`config.mk`:
```
export PLATFORM = sky130hd
export DESIGN_NAME = bus_1553_bc_sched
export DESIGN_NICKNAME = d
export VERILOG_FILES = /design/src/rtl/bus_1553_pkg.sv /design/src/rtl/bus_1553_resp_timer.sv /design/src/rtl/bus_1553_bc_sched.sv
export SDC_FILE = /design/constraint.sdc
export NUM_CORES = 1
export LEC_CHECK = 0
export ABC_AREA = 1
export CORE_ASPECT_RATIO = 0.6
export CORE_MARGIN = 3
export CORE_UTILIZATION = 35
export DETAILED_ROUTE_END_ITERATION = 10
export GPL_ROUTABILITY_DRIVEN = 0
export HOLD_SLACK_MARGIN = 0.1
export SYNTH_ARGS = -nofsm -noshare
export SYNTH_HDL_FRONTEND = slang
export SYNTH_SLANG_ARGS = --single-unit
```
`constraint.sdc`:
```
create_clock -name aclk -period 5.1 [get_ports aclk]
set_input_delay 1.02 -clock aclk [delete_from_list [all_inputs] [get_ports aclk]]
set_output_delay 1.02 -clock aclk [all_outputs]
set_load 0.05 [all_outputs]
```
`src/rtl/bus_1553_pkg.sv`:
```
// Shared types and helpers for the 1553 bus-controller scheduler.
package bus_1553_pkg;

  typedef enum logic [2:0] {
    IDLE,
    CMD,
    TXDATA,
    WAIT_STS,
    RXDATA,
    DONE,
    ERR
  } state_e;

  localparam logic SYNC_CMD  = 1'b1;
  localparam logic SYNC_DATA = 1'b0;
  localparam int   MAX_WORDS = 32;

  // Mode codes (subaddress 0 or 31) carry one data word only when bit 4 is set.
  function automatic logic [5:0] word_count(input logic [15:0] cmd);
    logic [5:0] n;
    if (cmd[9:5] == 5'd0 || cmd[9:5] == 5'd31) n = cmd[4] ? 6'd1 : 6'd0;
    else if (cmd[4:0] == 5'd0)                 n = 6'(MAX_WORDS);
    else                                       n = {1'b0, cmd[4:0]};
    return n;
  endfunction

endpackage

```
`src/rtl/bus_1553_resp_timer.sv`:
```
// RT response timer: cleared by start, frozen by hold, counts while cnt_en; never wraps.
module bus_1553_resp_timer #(
  parameter int unsigned CYCLES = 1400
) (
  input  logic clk,
  input  logic rst,
  input  logic start,
  input  logic hold,
  input  logic cnt_en,
  output logic expired
);
  localparam int unsigned W    = (CYCLES > 1) ? $clog2(CYCLES) : 1;
  localparam int unsigned LAST = (CYCLES > 0) ? CYCLES - 1 : 0;
  localparam logic [W-1:0] LAST_V = W'(LAST);

  logic [W-1:0] count_q, count_d;
  logic         counting;

  assign counting = cnt_en && !hold && !start;
  // Fires on the counting cycle that would take the count past its terminal value.
  assign expired  = counting && (count_q == LAST_V);

  always_comb begin
    count_d = count_q;
    if (start)                               count_d = '0;
    else if (counting && count_q != LAST_V)  count_d = count_q + W'(1);
  end

  always_ff @(posedge clk or posedge rst) begin
    if (rst) count_q <= '0;
    else     count_q <= count_d;
  end

endmodule

```
`src/rtl/bus_1553_bc_sched.sv`:
```
// MIL-STD-1553 bus-controller message scheduler: command, BC->RT data, status and RT->BC data.
// Optional BUS_1553_BC_RETRY_EN: buffers BC->RT data and replays a failed message once.
module bus_1553_bc_sched
  import bus_1553_pkg::*;
#(
  parameter int unsigned CLOCK_SPEED     = 100000000,
  parameter int unsigned RESP_TIMEOUT_US = 14
) (
  input  logic        aclk,
  input  logic        arst,
  input  logic [15:0] s_cmd_tdata,
  input  logic        s_cmd_tvalid,
  output logic        s_cmd_tready,
  input  logic [15:0] s_data_tdata,
  input  logic        s_data_tvalid,
  output logic        s_data_tready,
  output logic [15:0] m_tx_tdata,
  output logic        m_tx_tuser,
  output logic        m_tx_tvalid,
  input  logic        m_tx_tready,
  input  logic        tx_active,
  input  logic [15:0] s_rx_tdata,
  input  logic        s_rx_tuser,
  input  logic        s_rx_tvalid,
  output logic [15:0] m_rsp_tdata,
  output logic        m_rsp_tvalid,
  input  logic        m_rsp_tready,
  output logic        busy,
  output logic        done,
  output logic        err_timeout,
  output logic        err_proto
);
  localparam int unsigned TIMEOUT_CYCLES = CLOCK_SPEED / 1000000 * RESP_TIMEOUT_US;

  // Handshakes: a word moves on a rising edge where tvalid and tready are both high;
  // tvalid never waits on tready, and s_rx has no ready so it is taken or dropped.

  state_e           state_q, state_d;
  logic [15:0]      cmd_q, cmd_d;
  logic [4:0]       wcnt_q, wcnt_d;
  logic             proto_q, proto_d;
  logic             out_en_q;
  logic [1:0][15:0] mem_q, mem_d;
  logic             wr_q, wr_d, rd_q, rd_d;
  logic [1:0]       cnt_q, cnt_d;
  logic [5:0]       n_words;
  logic [4:0]       wcnt_inc;
  logic             last_word, waiting, expired, timer_start;
  logic             tx_hs, push, pop, fifo_full, rx_drop;

`ifdef BUS_1553_BC_RETRY_EN
  logic        retry_q, retry_d, buf_we;
  logic [15:0] buf_q [MAX_WORDS];

  always_ff @(posedge aclk) begin
    if (buf_we) buf_q[wcnt_q] <= s_data_tdata;
  end
`endif

  assign n_words      = word_count(cmd_q);
  assign last_word    = ({1'b0, wcnt_q} == n_words - 6'd1);
  assign wcnt_inc     = (wcnt_q == 5'd31) ? wcnt_q : wcnt_q + 5'd1;
  assign waiting      = (state_q == WAIT_STS) || (state_q == RXDATA);
  assign timer_start  = !waiting || s_rx_tvalid;
  assign busy         = (state_q != IDLE);
  assign fifo_full    = (cnt_q == 2'd2);
  assign rx_drop      = s_rx_tvalid && fifo_full;
  assign m_rsp_tvalid = (cnt_q != 2'd0);
  assign m_rsp_tdata  = mem_q[rd_q];
  assign pop          = m_rsp_tvalid && m_rsp_tready;

  bus_1553_resp_timer #(.CYCLES(TIMEOUT_CYCLES)) u_timer (
    .clk    (aclk),
    .rst    (arst),
    .start  (timer_start),
    .hold   (tx_active),
    .cnt_en (waiting),
    .expired(expired)
  );

  always_comb begin
    state_d       = state_q;
    cmd_d         = cmd_q;
    wcnt_d        = wcnt_q;
    proto_d       = proto_q;
    s_cmd_tready  = 1'b0;
    s_data_tready = 1'b0;
    m_tx_tvalid   = 1'b0;
    m_tx_tdata    = '0;
    m_tx_tuser    = SYNC_DATA;
    tx_hs         = 1'b0;
    push          = 1'b0;
    done          = 1'b0;
    err_timeout   = 1'b0;
    err_proto     = 1'b0;
`ifdef BUS_1553_BC_RETRY_EN
    retry_d       = retry_q;
    buf_we        = 1'b0;
`endif
    case (state_q)
      IDLE: begin
        s_cmd_tready = out_en_q;
        if (s_cmd_tvalid && out_en_q) begin
          cmd_d   = s_cmd_tdata;
          state_d = CMD;
`ifdef BUS_1553_BC_RETRY_EN
          retry_d = 1'b0;
`endif
        end
      end
      CMD: begin
        m_tx_tvalid = 1'b1;
        m_tx_tdata  = cmd_q;
        m_tx_tuser  = SYNC_CMD;
        wcnt_d      = '0;
        if (m_tx_tready) state_d = (!cmd_q[10] && n_words != 6'd0) ? TXDATA : WAIT_STS;
      end
      TXDATA: begin
`ifdef BUS_1553_BC_RETRY_EN
        if (retry_q) begin
          m_tx_tvalid = 1'b1;
          m_tx_tdata  = buf_q[wcnt_q];
        end else begin
          m_tx_tvalid   = s_data_tvalid;
          m_tx_tdata    = s_data_tdata;
          s_data_tready = m_tx_tready;
        end
`else
        m_tx_tvalid   = s_data_tvalid;
        m_tx_tdata    = s_data_tdata;
        s_data_tready = m_tx_tready;
`endif
        tx_hs = m_tx_tvalid && m_tx_tready;
`ifdef BUS_1553_BC_RETRY_EN
        buf_we = tx_hs && !retry_q;
`endif
        if (tx_hs) begin
          if (last_word) state_d = WAIT_STS;
          else           wcnt_d  = wcnt_inc;
        end
      end
      WAIT_STS: begin
        wcnt_d = '0;
        if (s_rx_tvalid) begin
          if (!s_rx_tuser || s_rx_tdata[15:11] != cmd_q[15:11] || fifo_full) begin
            state_d = ERR;
            proto_d = 1'b1;
          end else begin
            push    = 1'b1;
            state_d = (cmd_q[10] && n_words != 6'd0) ? RXDATA : DONE;
          end
        end else if (expired) begin
          state_d = ERR;
          proto_d = 1'b0;
        end
      end
      RXDATA: begin
        if (s_rx_tvalid) begin
          if (s_rx_tuser || fifo_full) begin
            state_d = ERR;
            proto_d = 1'b1;
          end else begin
            push = 1'b1;
            if (last_word) state_d = DONE;
            else           wcnt_d  = wcnt_inc;
          end
        end else if (expired) begin
          state_d = ERR;
          proto_d = 1'b0;
        end
      end
      DONE: begin
        done      = 1'b1;
        err_proto = rx_drop;
        state_d   = IDLE;
      end
      ERR: begin
        err_proto = rx_drop;
        state_d   = IDLE;
`ifdef BUS_1553_BC_RETRY_EN
        if (!retry_q) begin
          retry_d = 1'b1;
          state_d = CMD;
        end else begin
          err_timeout = !proto_q;
          err_proto   = proto_q || rx_drop;
        end
`else
        err_timeout = !proto_q;
        err_proto   = proto_q || rx_drop;
`endif
      end
      default: state_d = IDLE;
    endcase
  end

  // Two-entry response FIFO; full-FIFO drops are reported by the FSM, not here.
  always_comb begin
    mem_d = mem_q;
    if (push) mem_d[wr_q] = s_rx_tdata;
    wr_d  = wr_q ^ push;
    rd_d  = rd_q ^ pop;
    cnt_d = cnt_q + {1'b0, push} - {1'b0, pop};
  end

  always_ff @(posedge aclk or posedge arst) begin
    if (arst) begin
      state_q  <= IDLE;
      cmd_q    <= '0;
      wcnt_q   <= '0;
      proto_q  <= 1'b0;
      out_en_q <= 1'b0;
      mem_q    <= '0;
      wr_q     <= 1'b0;
      rd_q     <= 1'b0;
      cnt_q    <= '0;
`ifdef BUS_1553_BC_RETRY_EN
      retry_q  <= 1'b0;
`endif
    end else begin
      state_q  <= state_d;
      cmd_q    <= cmd_d;
      wcnt_q   <= wcnt_d;
      proto_q  <= proto_d;
      out_en_q <= 1'b1;
      mem_q    <= mem_d;
      wr_q     <= wr_d;
      rd_q     <= rd_d;
      cnt_q    <= cnt_d;
`ifdef BUS_1553_BC_RETRY_EN
      retry_q  <= retry_d;
`endif
    end
  end

endmodule

```
==> impl_metrics.py <==
metrics = {
    "sta": {
        "finalCritPeriodShare_pct": 78.4,
        "rsz0062_at_grt": "no",
        "final_hold_viol_count": 0,
        "fin_skew_ps": 7.58,
        "period_needed_ps": 4000,
        "slew_headroom_pct": 35.7,
        "worst_slew_pin_slew_ps": 965,
        "slew_violations": 0,
        "setup_viol": 0,
        "tns_ps": 0,
        "fmax_mhz": 250,
    },
    "clock_tree": {
        "cts_max_level": 3,
        "cts_tree": "done",
        "postCtsHoldBufs": 0,
        "cts-buffers-inserted": 9,
        "clk_path_buf_depth": 2,
        "cts_resized": 0,
        "cts_setup_buffers": 0,
        "cts.sinks": 73,
        "clk_pin_slew_ps": 60,
        "root_buffer": "clkbuf_16",
        "insertion_delay_ps": 330,
    },
    "pwr": {
        "internal_power_mw": 1.78,
        "power.switching_mw": 1.75,
        "power_density_nw_per_um2": 647,
        "p_seq_share_pct": 26.2,
        "netSwitchingFraction_pct": 49.7,
        "pwr-share-clk_pct": 17.2,
        "p_leak_nw": 2.59,
        "ir_drop_mv": 0.273,
        "combPwrFrac_pct": 56.6,
    },
    "logic_synthesis": {
        "netlist_area_um2": 4050,
        "yosysWarnings": 0,
        "synth-seq-cells": 73,
        "synth.area.top_cells": "dfrtp_1 45%, nand2_1 9.0%, inv_1 7.1%",
        "synth_async_sr_flop_share_pct": 100,
        "synth-edff-count": 0,
        "synthFlopType": "dfrtp_1",
        "syn_nets": 576,
        "ys_seq_area_share_pct": 45.1,
        "synth_most_common_cell": "nand2_1",
        "yosysUniqueCellTypes": 34,
        "yosysTopAreaCell": "dfrtp_1",
        "syn_area_per_cell_um2": 7.94,
        "synth_top_area_share_pct": 45.1,
        "synth_common_cells": "97 x nand2_1, 77 x inv_1, 73 x dfrtp_1",
        "syn_inst": 510,
    },
    "floorplan": {
        "fp.dieW_um": 145,
        "row_count": 29,
        "dieArea_um2": 12900,
        "start_util_pct": 37.1,
        "fp.dieH_um": 89.3,
        "core_area_um2": 10900,
        "io-pin-count": 98,
    },
    "setup_path": {
        "path_cells": "nor2_2, inv_1, nor2_1, inv_1, o21ai_0, clkdlybuf4s50_1",
        "crit_family": "buffers and inverters",
        "critical_path.startpoint": "state_q[2]",
        "timing.critical_path.to": "m_tx_tdata[8]",
        "cp.depth": 6,
        "crit_top_cell": "inv_1",
        "rrSetupSlack_ps": 2420,
        "critPathRequiredTime_ps": 4080,
        "cpMaxStageDelayCell": "clkdlybuf4s50_1",
        "crit_path_max_incr_delay_ps": 870,
        "crit_fanout": 18,
        "r2r-start": "state_q[1]",
        "timing.rr.end": "mem_q[27]",
        "ff2ff_path_depth": 7,
        "critPathLaunchType": "register",
        "critPathKind": "register to primary output",
        "cp.arrival_ps": 2980,
        "path_buf_inv": 3,
        "end_kind": "primary output",
    },
    "job": {
        "drv_cap": 0,
    },
    "drt": {
        "wire_per_inst_um": 13.6,
        "vias": 3630,
        "drc_errors": 0,
        "postRouteAntennaNets": 0,
        "wl_um": 10400,
        "drt_iter0_markers": 216,
        "via_per_inst": 4.76,
        "first_pass_iters": 4,
    },
    "hold_path": {
        "hold_path_class": "register to register",
        "hold_start": "u_timer.count_q[10]",
    },
    "place": {
        "dp_hpwl_um": 7890,
        "dpl.cell_count": 747,
        "portBuffers": 97,
    },
    "global_route": {
        "grt_pass1_vias": 3516,
        "track_usage_pct": 17.0,
        "antenna_found_initial": 0,
        "grt-ovfl-total": 0,
        "grt_pass1_wl_um": 17100,
        "grt_max_degree": 46,
    },
    "finish": {
        "stdcell_count": 763,
        "nets": 669,
        "area_delta_synth_final_pct": 34.7,
        "drive_gt1_share_pct": 8.22,
        "num_antenna_cells": 0,
        "filler_cell_count": 1021,
    },
    "outcome": {
        "outcome": "complete, no violations",
    },
}
[routing by layer]
| metal | GRT usage, % | routed length [um] | vias to the layer above |
|---|---|---|---|
| met1 | 24.3 | 5180 | 1709 |
| met4 | 4.66 | 98 | 0 |
| met3 | 4.38 | 544 | 7 |
| met5 | 0 | 0 | - |
| met2 | 25.6 | 4590 | 75 |
| li1 | - | - | 1839 |
[kinds of logic after synthesis]
family | Yosys count | synth area share (%)
muxes | 16 | 4.45
adders and majority gates | 9 | 2.78
xor gates and xnor gates | 12 | 2.60
buffers and inverters | 94 | 8.78
other | 1 | 0.0926
DFF | 73 | 45.1
AOI/OAI and AO/OA | 94 | 12.3
and+or+nand+nor | 211 | 23.9
[area by class of cell]
| cell class | count | area [um^2] | share of cell area (%) |
|---|---|---|---|
| multi-input cells | 343 | 1870 | 34.2 |
| flip-flops and latches | 73 | 1830 | 33.5 |
| repair buffers | 99 | 986 | 18.1 |
| inverters | 77 | 289 | 5.30 |
| clock buffers | 11 | 253 | 4.64 |
| well taps | 155 | 194 | 3.56 |
| clock inverters | 5 | 37.5 | 0.688 |
[state kept, by name, indices dropped and copies added, names as in the netlist]
name / flops
state_q: 3
rd_q: 1
cmd_q: 16
proto_q: 1
mem_q: 32
wcnt_q: 5
cnt_q: 2
out_en_q: 1
u_timer.count_q: 11
wr_q: 1
[power by group through the flow]
stage / registers (mW) / clock network (mW) / logic (mW)
CTS: 0.925 / 0.625 / 2.01
global route: 0.955 / 0.649 / 2.16
finish: 0.924 / 0.608 / 2.00
global placement: 0.927 / 0 / 1.98
detailed placement: 0.934 / 0 / 2.00
floorplan: 0.851 / 0 / 1.46
[cell usage in the layout (no fill, tap or decap), types with 2 or more instances in the layout]
cell type        count
buf_4                2
a21oi_1             29
nand2_4              2
nand2_1             97
nand3_2              2
o21ai_0             54
nand3_1             38
nor2_4               2
clkbuf_8             2
xor2_1              10
ha_1                 9
clkdlybuf4s50_1     97
a32o_1               2
clkinvlp_4           2
nand2_2              5
mux2_2              15
nor2_2               2
clkbuf_16            9
nand4_1              7
xnor2_1              2
dfrtp_1             73
o21ai_1              2
o21a_1               2
nor2_1              42
inv_1               76
nor3_1              10
inv_6                2
[worst reg2reg max path, cell delays in order (launching register included)]
cell	delay (ps)
dfrtp_1	680
inv_1	220
nand3_1	150
nor2_1	170
nor2_1	80
inv_1	90
ha_1	740
mux2_2	430
[worst min-delay path by stage]
stage / endpoint / cells after the start
6_report: u_timer.count_q[10] / 1
5_1_grt: mem_q[25] / 1
4_1_cts: u_timer.count_q[10] / 1
3_5_place_dp: u_timer.count_q[10] / 1
3_3_place_gp: u_timer.count_q[10] / 1
2_1_floorplan: u_timer.count_q[10] / 1
[per-stage QoR]
| stage | hold slack (ps) | instance area, um^2 | setup slack (ps) | util [%] | power, mW |
|---|---|---|---|---|---|
| 2_1_floorplan | 439 | 4050 | 1070 | - | 2.31 |
| 6_report | 495 | 5450 | 1100 | 49.9 | 3.53 |
| 3_5_place_dp | 472 | 5160 | 1220 | 47.3 | 2.94 |
| 3_3_place_gp | 459 | 5160 | 1270 | 47.3 | 2.91 |
| 5_1_grt | 524 | 5450 | 848 | 49.9 | 3.77 |
| 4_1_cts | 496 | 5450 | 1100 | 49.9 | 3.56 |
Power figures use the tool's default switching activity.
